==> config.mk <==
export PLATFORM = sky130hd
export DESIGN_NAME = serial_subtractor
export DESIGN_NICKNAME = d
export VERILOG_FILES = /design/src/rtl/serial_subtractor_pkg.sv /design/src/rtl/serial_subtractor_full_subtractor.sv /design/src/rtl/serial_subtractor.sv
export SDC_FILE = /design/constraint.sdc
export NUM_CORES = 1
export LEC_CHECK = 0
export CAP_MARGIN = 40
export CORE_MARGIN = 2
export CORE_UTILIZATION = 54
export CTS_CLUSTER_SIZE = 16
export DETAILED_ROUTE_END_ITERATION = 6
export PLACE_DENSITY = 0.83
export SLEW_MARGIN = 25
export SYNTH_ARGS = -nofsm -noshare
export SYNTH_HDL_FRONTEND = slang
export SYNTH_SLANG_ARGS = --single-unit
==> constraint.sdc <==
create_clock -name clk -period 2.43 [get_ports clk]
set_input_delay 0.243 -clock clk [delete_from_list [all_inputs] [get_ports clk]]
set_output_delay 0.243 -clock clk [all_outputs]
set_load 0.03 [all_outputs]
==> src/rtl/serial_subtractor_pkg.sv <==
// -----------------------------------------------------------------------------
// serial_subtractor_pkg
//
// Shared definitions for the bit-serial subtractor.
// The FSM state encoding is fixed so that all users of the package agree
// on the values of the state register.
// -----------------------------------------------------------------------------
package serial_subtractor_pkg;

    typedef enum logic [1:0] {
        IDLE  = 2'd0,
        SHIFT = 2'd1,
        DONE  = 2'd2
    } state_t;

endpackage

==> src/rtl/serial_subtractor_full_subtractor.sv <==
// -----------------------------------------------------------------------------
// full_subtractor
//
// One-bit combinational subtractor cell, the mirror image of a full adder.
// It computes A - B - Bi and produces the difference bit and the borrow-out.
//
// Ports:
//   A   minuend bit
//   B   subtrahend bit
//   Bi  borrow-in
//   D   difference bit
//   Bo  borrow-out (set when A < B + Bi)
// -----------------------------------------------------------------------------
module full_subtractor (
    input  logic A,
    input  logic B,
    input  logic Bi,
    output logic D,
    output logic Bo
);

    assign D  = A ^ B ^ Bi;
    assign Bo = (~A & B) | (~A & Bi) | (B & Bi);

endmodule

==> src/rtl/serial_subtractor.sv <==
// -----------------------------------------------------------------------------
// serial_subtractor
//
// Bit-serial subtractor computing D = A - B - Bin, LSB first, one bit per
// clock through a single full-subtractor cell and a registered borrow.
// A start/ready/done handshake frames each operation; Bin/Bout allow several
// passes to be chained into a multi-precision subtraction.
//
// Ports:
//   clk    rising-edge clock
//   rst    synchronous, active-high reset
//   start  request, accepted only while ready is high
//   A      minuend, sampled on the accepted start
//   B      subtrahend, sampled on the accepted start
//   Bin    borrow-in, sampled on the accepted start
//   ready  high in IDLE, block can accept a start
//   D      registered difference, valid from done onward
//   Bout   final borrow-out (unsigned A < B + Bin)
//   V      signed overflow of A - B
//   done   one-cycle pulse, D/Bout/V valid
// -----------------------------------------------------------------------------
module serial_subtractor
    import serial_subtractor_pkg::*;
#(
    parameter int WIDTH = 8
) (
    input  logic             clk,
    input  logic             rst,
    input  logic             start,
    input  logic [WIDTH-1:0] A,
    input  logic [WIDTH-1:0] B,
    input  logic             Bin,
    output logic             ready,
    output logic [WIDTH-1:0] D,
    output logic             Bout,
    output logic             V,
    output logic             done
);

    localparam int CW = $clog2(WIDTH);
    localparam logic [CW-1:0] LAST_BIT = CW'(WIDTH - 1);

    state_t           state_q,  state_d;
    logic [WIDTH-1:0] aShift_q, aShift_d;
    logic [WIDTH-1:0] bShift_q, bShift_d;
    logic [WIDTH-1:0] diff_q,   diff_d;
    logic [CW-1:0]    cnt_q,    cnt_d;
    logic             borrow_q, borrow_d;
    logic             aMsb_q,   aMsb_d;
    logic             bMsb_q,   bMsb_d;
    logic             bout_q,   bout_d;
    logic             v_q,      v_d;

    logic cellD;
    logic cellBo;

    // The single arithmetic cell works on the current LSBs of the operand
    // shift registers and the borrow carried over from the previous bit.
    full_subtractor u_cell (
        .A  (aShift_q[0]),
        .B  (bShift_q[0]),
        .Bi (borrow_q),
        .D  (cellD),
        .Bo (cellBo)
    );

    // Next-state and output logic. Bout and V are latched on the last SHIFT
    // cycle so they are valid together with done and hold until the next
    // accepted start. The overflow term uses the final difference bit
    // directly, since that is what lands in D[WIDTH-1] on the same edge.
    always_comb begin
        state_d  = state_q;
        aShift_d = aShift_q;
        bShift_d = bShift_q;
        diff_d   = diff_q;
        cnt_d    = cnt_q;
        borrow_d = borrow_q;
        aMsb_d   = aMsb_q;
        bMsb_d   = bMsb_q;
        bout_d   = bout_q;
        v_d      = v_q;
        ready    = 1'b0;
        done     = 1'b0;

        case (state_q)
            IDLE: begin
                ready = 1'b1;
                if (start) begin
                    aShift_d = A;
                    bShift_d = B;
                    borrow_d = Bin;
                    cnt_d    = '0;
                    aMsb_d   = A[WIDTH-1];
                    bMsb_d   = B[WIDTH-1];
                    bout_d   = 1'b0;
                    v_d      = 1'b0;
                    state_d  = SHIFT;
                end
            end
            SHIFT: begin
                aShift_d = aShift_q >> 1;
                bShift_d = bShift_q >> 1;
                diff_d   = {cellD, diff_q[WIDTH-1:1]};
                borrow_d = cellBo;
                cnt_d    = cnt_q + CW'(1);
                if (cnt_q == LAST_BIT) begin
                    bout_d  = cellBo;
                    v_d     = (aMsb_q != bMsb_q) && (cellD != aMsb_q);
                    state_d = DONE;
                end
            end
            DONE: begin
                done    = 1'b1;
                state_d = IDLE;
            end
            default: begin
                state_d = IDLE;
            end
        endcase
    end

    // State register; reset discards any operation in flight.
    always_ff @(posedge clk) begin
        if (rst) begin
            state_q  <= IDLE;
            aShift_q <= '0;
            bShift_q <= '0;
            diff_q   <= '0;
            cnt_q    <= '0;
            borrow_q <= 1'b0;
            aMsb_q   <= 1'b0;
            bMsb_q   <= 1'b0;
            bout_q   <= 1'b0;
            v_q      <= 1'b0;
        end else begin
            state_q  <= state_d;
            aShift_q <= aShift_d;
            bShift_q <= bShift_d;
            diff_q   <= diff_d;
            cnt_q    <= cnt_d;
            borrow_q <= borrow_d;
            aMsb_q   <= aMsb_d;
            bMsb_q   <= bMsb_d;
            bout_q   <= bout_d;
            v_q      <= v_d;
        end
    end

    assign D    = diff_q;
    assign Bout = bout_q;
    assign V    = v_q;

endmodule

==> run_results.csv, run 1 <==
group,metric,value,unit
outcome,status,"completed",
synth,muxShareOfSynthArea,0.01272,
min_path,worstHoldStart,"aShift_q[7]$_SDFFE_PP0P_",
clock_network,clock_path_buffers,2,
min_path,min_path_cells,2,
clock_network,clock_latency,330,ps
synth,synth.ff_latch_count,34,
clock_network,cts.sinks,34,
synth,synth.top_cell.area_share,0.4324,
critical_path,regToRegSetupSlack,940,ps
critical_path,crit_cells,3,
place,gp_congestion,0.7568,
final_layout,seq_area,680.7,um^2
critical_path,crit_required,2190,ps
place,portBuffers,31,
critical_path,r2r_end,"bShift_q[6]$_SDFFE_PP0P_",
final_layout,drive_gt1_frac,0.1710,
critical_path,cpMaxStageDelayCell,"clkdlybuf4s50_1",
final_layout,final_design_area_no_fill,1889,um^2
synth,synth_top_family_by_area,"compound AO/OA/AOI/OAI gates",
synth,synthFlopType,"dfxtp_1",
synth,syn_nets,189,
clock_network,cts_tree,"yes",
die,start_util,0.5708,
die,num_rows,19,
sta,slew_viol_final,0,
final_layout,syn_to_final_growth,20.03,%
sta,fmax,491.6,MHz
global_routing,overflow,0,
routing,drt-initial-drc-count,42,
place,postPlaceCellArea,1844,um^2
critical_path,slowest_delay,690,ps
sta,fin_crit,2034,ps
routing,wl_per_cell,15.04,um
clock_network,numCtsBuffers,5,
critical_path,worstSetupPathType,"flip-flop to output pin",
sta,rsz0062_at_grt,"false",
synth,synthTopCellsByArea,"dfxtp_1, a211oi_2, nand2_1",
routing,drc_errors,0,
clock_network,post_cts_resized,0,
global_routing,grt_pass1_wl,5575,um
final_layout,fin_nets,216,
final_layout,fin_cells,224,
critical_path,cp_num_buf_inv,2,
pwr,ir_drop,0.0006882,V
global_routing,grt_pass1_vias,1215,
synth,yosys.area_share.simple,0.1804,
synth,async_flop_share,0,
sta,worst_pin_slew,576.3,ps
routing,vias,1285,
routing,ant_nets,0,
critical_path,r2r.worst_path.cells,4,
synth,syn_area_per_cell,9.482,um^2
global_routing,track_usage,0.2192,
critical_path,critPathMaxFanout,10,
sta,fin_tns_setup,0,ps
critical_path,start_kind,"flip-flop",
die,die_area,3363,um^2
global_routing,antenna_found_initial,0,
clock_network,cts_setup_buffers,0,
final_layout,multi_input_area,768.2,um^2
place,hpwlAfterDp,2403,um
pwr,cellLeakagePower,0.6661,nW
critical_path,critical_path.top_delay_family,"buffers and inverters",
synth,synth_adder_area_share,0.02862,
synth,yosysWarnings,0,
synth,yosysMostFrequentCell,"dfxtp_1",
place,placedCellCount,217,
synth,syn_inst,166,
die,core,2758,um^2
sta,hold_viol,0,
sta,fin_crit_sh,0.8370,
min_path,hold_end,"aShift_q[7]$_SDFFE_PP0P_",
clock_network,h-tree-depth,2,
clock_network,path_clk_slew,90,ps
synth,synth_xor_area_frac,0,
global_routing,grt_start_max_net_pins,21,
synth,synth-compound-area-share,0.2663,
die,die_w,57.99,um
clock_network,ctsHoldBuffers,0,
critical_path,arrival,1790,ps
routing,first_pass_iters,4,
pwr,power_density,573.1,nW/um^2
routing,vias_per_cell,5.737,
min_path,min_path_type,"flip-flop to flip-flop",
routing,wirelength,3370,um
critical_path,worstSetupEndpointType,"output pin",
clock_network,root_buffer,"clkbuf_4",
die,die_height,57.99,um
run,maxCapViolCount,0,
synth,yosysUniqueCellTypes,32,
synth,netlist_area,1574,um^2
critical_path,path_cells,"inv_1 > nor2_1 > clkdlybuf4s50_1",
synth,synth_edf_count,0,
sta,fin_skew,5.499,ps
synth,yosysTopAreaCell,"dfxtp_1",
synth,yosysSeqAreaShare,0.4324,
die,ios,32,
final_layout,fillCellCount,232,
synth,netlist_top_cells_count,"dfxtp_1, nand2_1, nor2_1",
sta,slew-limit-headroom,0.6146,
final_layout,antenna_cells,0,
critical_path,worstReg2RegStart,"state_q[0]$_SDFFE_PP0P_",
sta,setup_viol,0,
==> cells by family (layout without fill, tap and decap cells) <==
| group | after synthesis | in the layout |
|---|---|---|
| adders and majority gates | 3 | 3 |
| muxes | 2 | 2 |
| and+or+nand+nor | 59 | 59 |
| buffers and inverters | 17 | 44 |
| AOI/OAI and AO/OA | 51 | 51 |
| DFF | 34 | 34 |
==> worst reg2reg max path, stage by stage (launching register included) <==
cell	delay, ps
dfxtp_1	440
buf_4	260
nand2b_1	320
o22ai_1	130
a211oi_1	260
==> metal layers <==
metal	part of all wire	vias to the layer above	GRT usage
met5	0	-	0
met1	0.41	602	0.2617
met2	0.51	34	0.3653
met3	0.053	8	0.07143
li1	-	641	-
met4	0.023	0	0.08638
==> registers in the layout (all words and copies together) (netlist names) <==
name,count
D,8
aShift_q,8
bShift_q,8
cnt_q,3
state_q,2
Bout,1
V,1
aMsb_q,1
bMsb_q,1
borrow_q,1
==> worst max-delay path by stage <==
stage	end	slack, ps	start
3_3_place_gp	bShift_q[2]$_SDFFE_PP0P_	750	start
5_1_grt	done	310	state_q[1]$_SDFFE_PP0P_
6_report	done	400	state_q[1]$_SDFFE_PP0P_
2_1_floorplan	done	1040	state_q[1]$_SDFFE_PP0P_
4_1_cts	done	390	state_q[1]$_SDFFE_PP0P_
3_5_place_dp	bShift_q[6]$_SDFFE_PP0P_	630	start
==> cells in the final DEF (no fill, tap or decap), types with 2 or more instances in the layout <==
cell             netlist  layout
a211oi_1               5       5
a211oi_2              10      10
a21oi_1               12      12
a22oi_1                2       2
buf_4                  3       2
clkbuf_1               1       2
clkbuf_4               0       5
clkdlybuf4s50_1        0      31
dfxtp_1               34      34
ha_1                   2       2
inv_1                  2       2
mux2i_1                2       2
nand2_1               21      21
nand2b_1               4       4
nor2_1                19      19
nor2_2                 9       9
nor3b_2                2       2
o21ai_0                2       2
o22ai_1                7       7
o2bb2ai_1              9       9
==> stage by stage <==
stage	util	total power [W]	worst slack, ps	hold slack [ps]
after CTS	0.6851	0.001089	390.3	468.6
after detailed placement	0.6688	0.0008148	628.4	454.5
after global routing	0.6851	0.001137	312.2	486.3
after global placement	0.6688	0.0008054	751.5	445.1
final	0.6851	0.001083	396.0	465.1
after floorplan	-	0.0007582	1038	402.0
==> report_power, final <==
group | switching (W) | leakage, nW | internal, W
clock network | 0.000170 | 0.0254 | 0.000109
logic | 0.000101 | 0.362 | 0.0000911
registers | 0.0000223 | 0.279 | 0.000589
==> cell type report <==
type	count	share of cell area
clock buffers	7	0.02384
inverters	3	0.005960
multi-input cells	115	0.4066
flip-flops and latches	34	0.3603
well taps	31	0.02053
repair buffers	34	0.1828
Power figures use the tool's default switching activity.
==> run 2: changes to the inputs <==
- CORE_UTILIZATION: 54 -> 50
- PLACE_DENSITY: 0.83 -> 0.78
- clock period: 2.43 -> 2 ns (I/O delays scaled with it)
==> run 2 against run 1 <==
Register-to-register slack lost 500 ps. Clock skew rose by 6.6 ps. Critical path depth down 1. Sequential cell count unchanged. Hold slack gained 5.1 ps. Combinational power is 17% higher. Via count down 1.8%. First-iteration DRC count grew 26%. Largest cell class unchanged. Highest routed layer unchanged. Critical path type unchanged. Global-route usage down 2.5 points. Non-clock buffer count rose by 2.
==> run_results.csv, run 2 (synthesis results as in run 1) <==
group,metric,value,unit
outcome,status,"completed",
place,gp_congestion,0.7999,
final_layout,fin_util,0.6368,
final_layout,layout_commonest_cell,"dfxtp_1",
run,maxCapViolCount,0,
die,die_area,3613,um^2
critical_path,critPathMaxFanout,14,
sta,fmax,544.5,MHz
sta,fin_tns_setup,0,ps
sta,worst_pin_slew,470.9,ps
pwr,internal_power,0.0009949,W
routing,wirelength,3145,um
routing,ant_nets,0,
place,portBuffers,31,
clock_network,h-tree-depth,2,
clock_network,cts_tree,"yes",
global_routing,grt_start_max_net_pins,16,
sta,fin_crit_sh,0.9182,
routing,wl_met3,132,um
pwr,combPwrFrac,0.165,
routing,vias,1262,
final_layout,drive_gt1_frac,0.1990,
pwr,p_sw_frac,0.2729,
final_layout,syn_to_final_growth,22.50,%
die,core,3028,um^2
clock_network,clock_path_buffers,2,
final_layout,final_cell_mix,"dfxtp_1, clkdlybuf4s50_1, nand2_1, nor2_1, a21oi_1",
global_routing,track_usage,0.1939,
clock_network,clock_latency,330,ps
pwr,cellLeakagePower,0.6806,nW
final_layout,antenna_cells,0,
sta,fin_ws,163.6,ps
critical_path,worstSetupEndpointType,"output pin",
clock_network,ctsHoldBuffers,0,
pwr,switchingPower,0.0003734,W
clock_network,cts.sinks,34,
place,hpwlAfterDp,2315,um
global_routing,overflow,0,
sta,hold_viol,0,
sta,rsz0062_at_grt,"false",
sta,slew-limit-headroom,0.6857,
pwr,p_seq_frac,0.545,
global_routing,grt_pass1_vias,1245,
pwr,power.total,0.001368,W
clock_network,numCtsBuffers,5,
routing,topRoutingLayerUsed,"met4",
sta,fin_crit,1836,ps
routing,wl_met1,1464,um
critical_path,arrival,1640,ps
critical_path,worstSetupPathType,"flip-flop to output pin",
final_layout,fin_nets,218,
routing,wl_per_cell,13.10,um
sta,slew_viol_final,0,
place,pre_cts_ws,441.5,ps
die,num_rows,20,
clock_network,path_clk_slew,110,ps
global_routing,antenna_found_initial,0,
critical_path,start_kind,"flip-flop",
die,ios,32,
pwr,power_density,709.7,nW/um^2
die,start_util,0.5198,
die,die_w,60.11,um
global_routing,grt_pass1_wl,5299,um
routing,first_pass_iters,5,
die,die_height,60.11,um
sta,fin_skew,12.10,ps
min_path,min_path_type,"flip-flop to flip-flop",
routing,wl_met2,1516,um
routing,drt-initial-drc-count,53,
routing,drc_errors,0,
routing,vias_per_cell,5.258,
sta,holdWs,470.1,ps
sta,setup_viol,0,
pwr,ir_drop,0.0004616,V
clock_network,root_buffer,"clkbuf_4",
critical_path,crit_required,1800,ps
pwr,p_clk_frac,0.290,
-- run 2: cell count changes in the layout (fill, tap and decap cells not counted), sizes merged --
cell      previous run  this run
clkinv               0         1
clkinvlp             0         1
clkbuf               7         6
buf                  3         5
-- run 2: metal layers --
metal / vias to the layer above / track usage
met5: - / 0
met2: 31 / 0.3416
met4: 0 / 0.06032
li1: 637 / -
met3: 4 / 0.04329
met1: 590 / 0.2323
-- run 2: area by class of cell --
| class | count | area, um^2 |
|---|---|---|
| Clock buffer | 6 | 51.30 |
| Clock inverter | 2 | 12.51 |
| Fill cell | 256 | 1100 |
| Sequential cell | 34 | 681.9 |
| Tap cell | 44 | 55.05 |
| Multi-Input combinational cell | 115 | 768.2 |
| Timing Repair Buffer | 36 | 347.8 |
| Inverter | 3 | 11.26 |
-- run 2: worst paths after layout --
path                                 from                    end  slack (ps)  cells after the start
hold reg to reg         D[0]$_SDFFE_PP0P_      D[0]$_SDFFE_PP0P_         470                      2
hold / removal          D[0]$_SDFFE_PP0P_      D[0]$_SDFFE_PP0P_         470                      2
setup reg to reg  state_q[0]$_SDFFE_PP0P_  borrow_q$_SDFFE_PP0P_         440                      4
setup / recovery  state_q[0]$_SDFFE_PP0P_                  ready         160                      2
-- run 2: what timing repair did --
| action | CTS | global route |
|---|---|---|
| resized for setup | 0 | 1 |
| setup endpoints to repair | 0 | 1 |
| setup buffers | 0 | 0 |
-- run 2: stage by stage --
stage | cells | instance area (um^2)
after global placement | 232 | 1863
after floorplan | 166 | 1574
final | 240 | 1928
after global routing | 240 | 1928
after detailed placement | 232 | 1863
after CTS | 240 | 1927
-- run 2: critical path: stages (launching register included) --
cell and delay [ps]:
dfxtp_1 630, nor2_1 80, clkdlybuf4s50_1 610
-- run 2: power by group through the flow --
stage               clock [W]  sequential [W]  combinational (W)
floorplan                   0        0.000757           0.000164
global placement            0        0.000759           0.000220
detailed placement          0        0.000761           0.000226
CTS                  0.000401        0.000746           0.000227
global route         0.000430        0.000751           0.000248
finish               0.000397        0.000746           0.000226
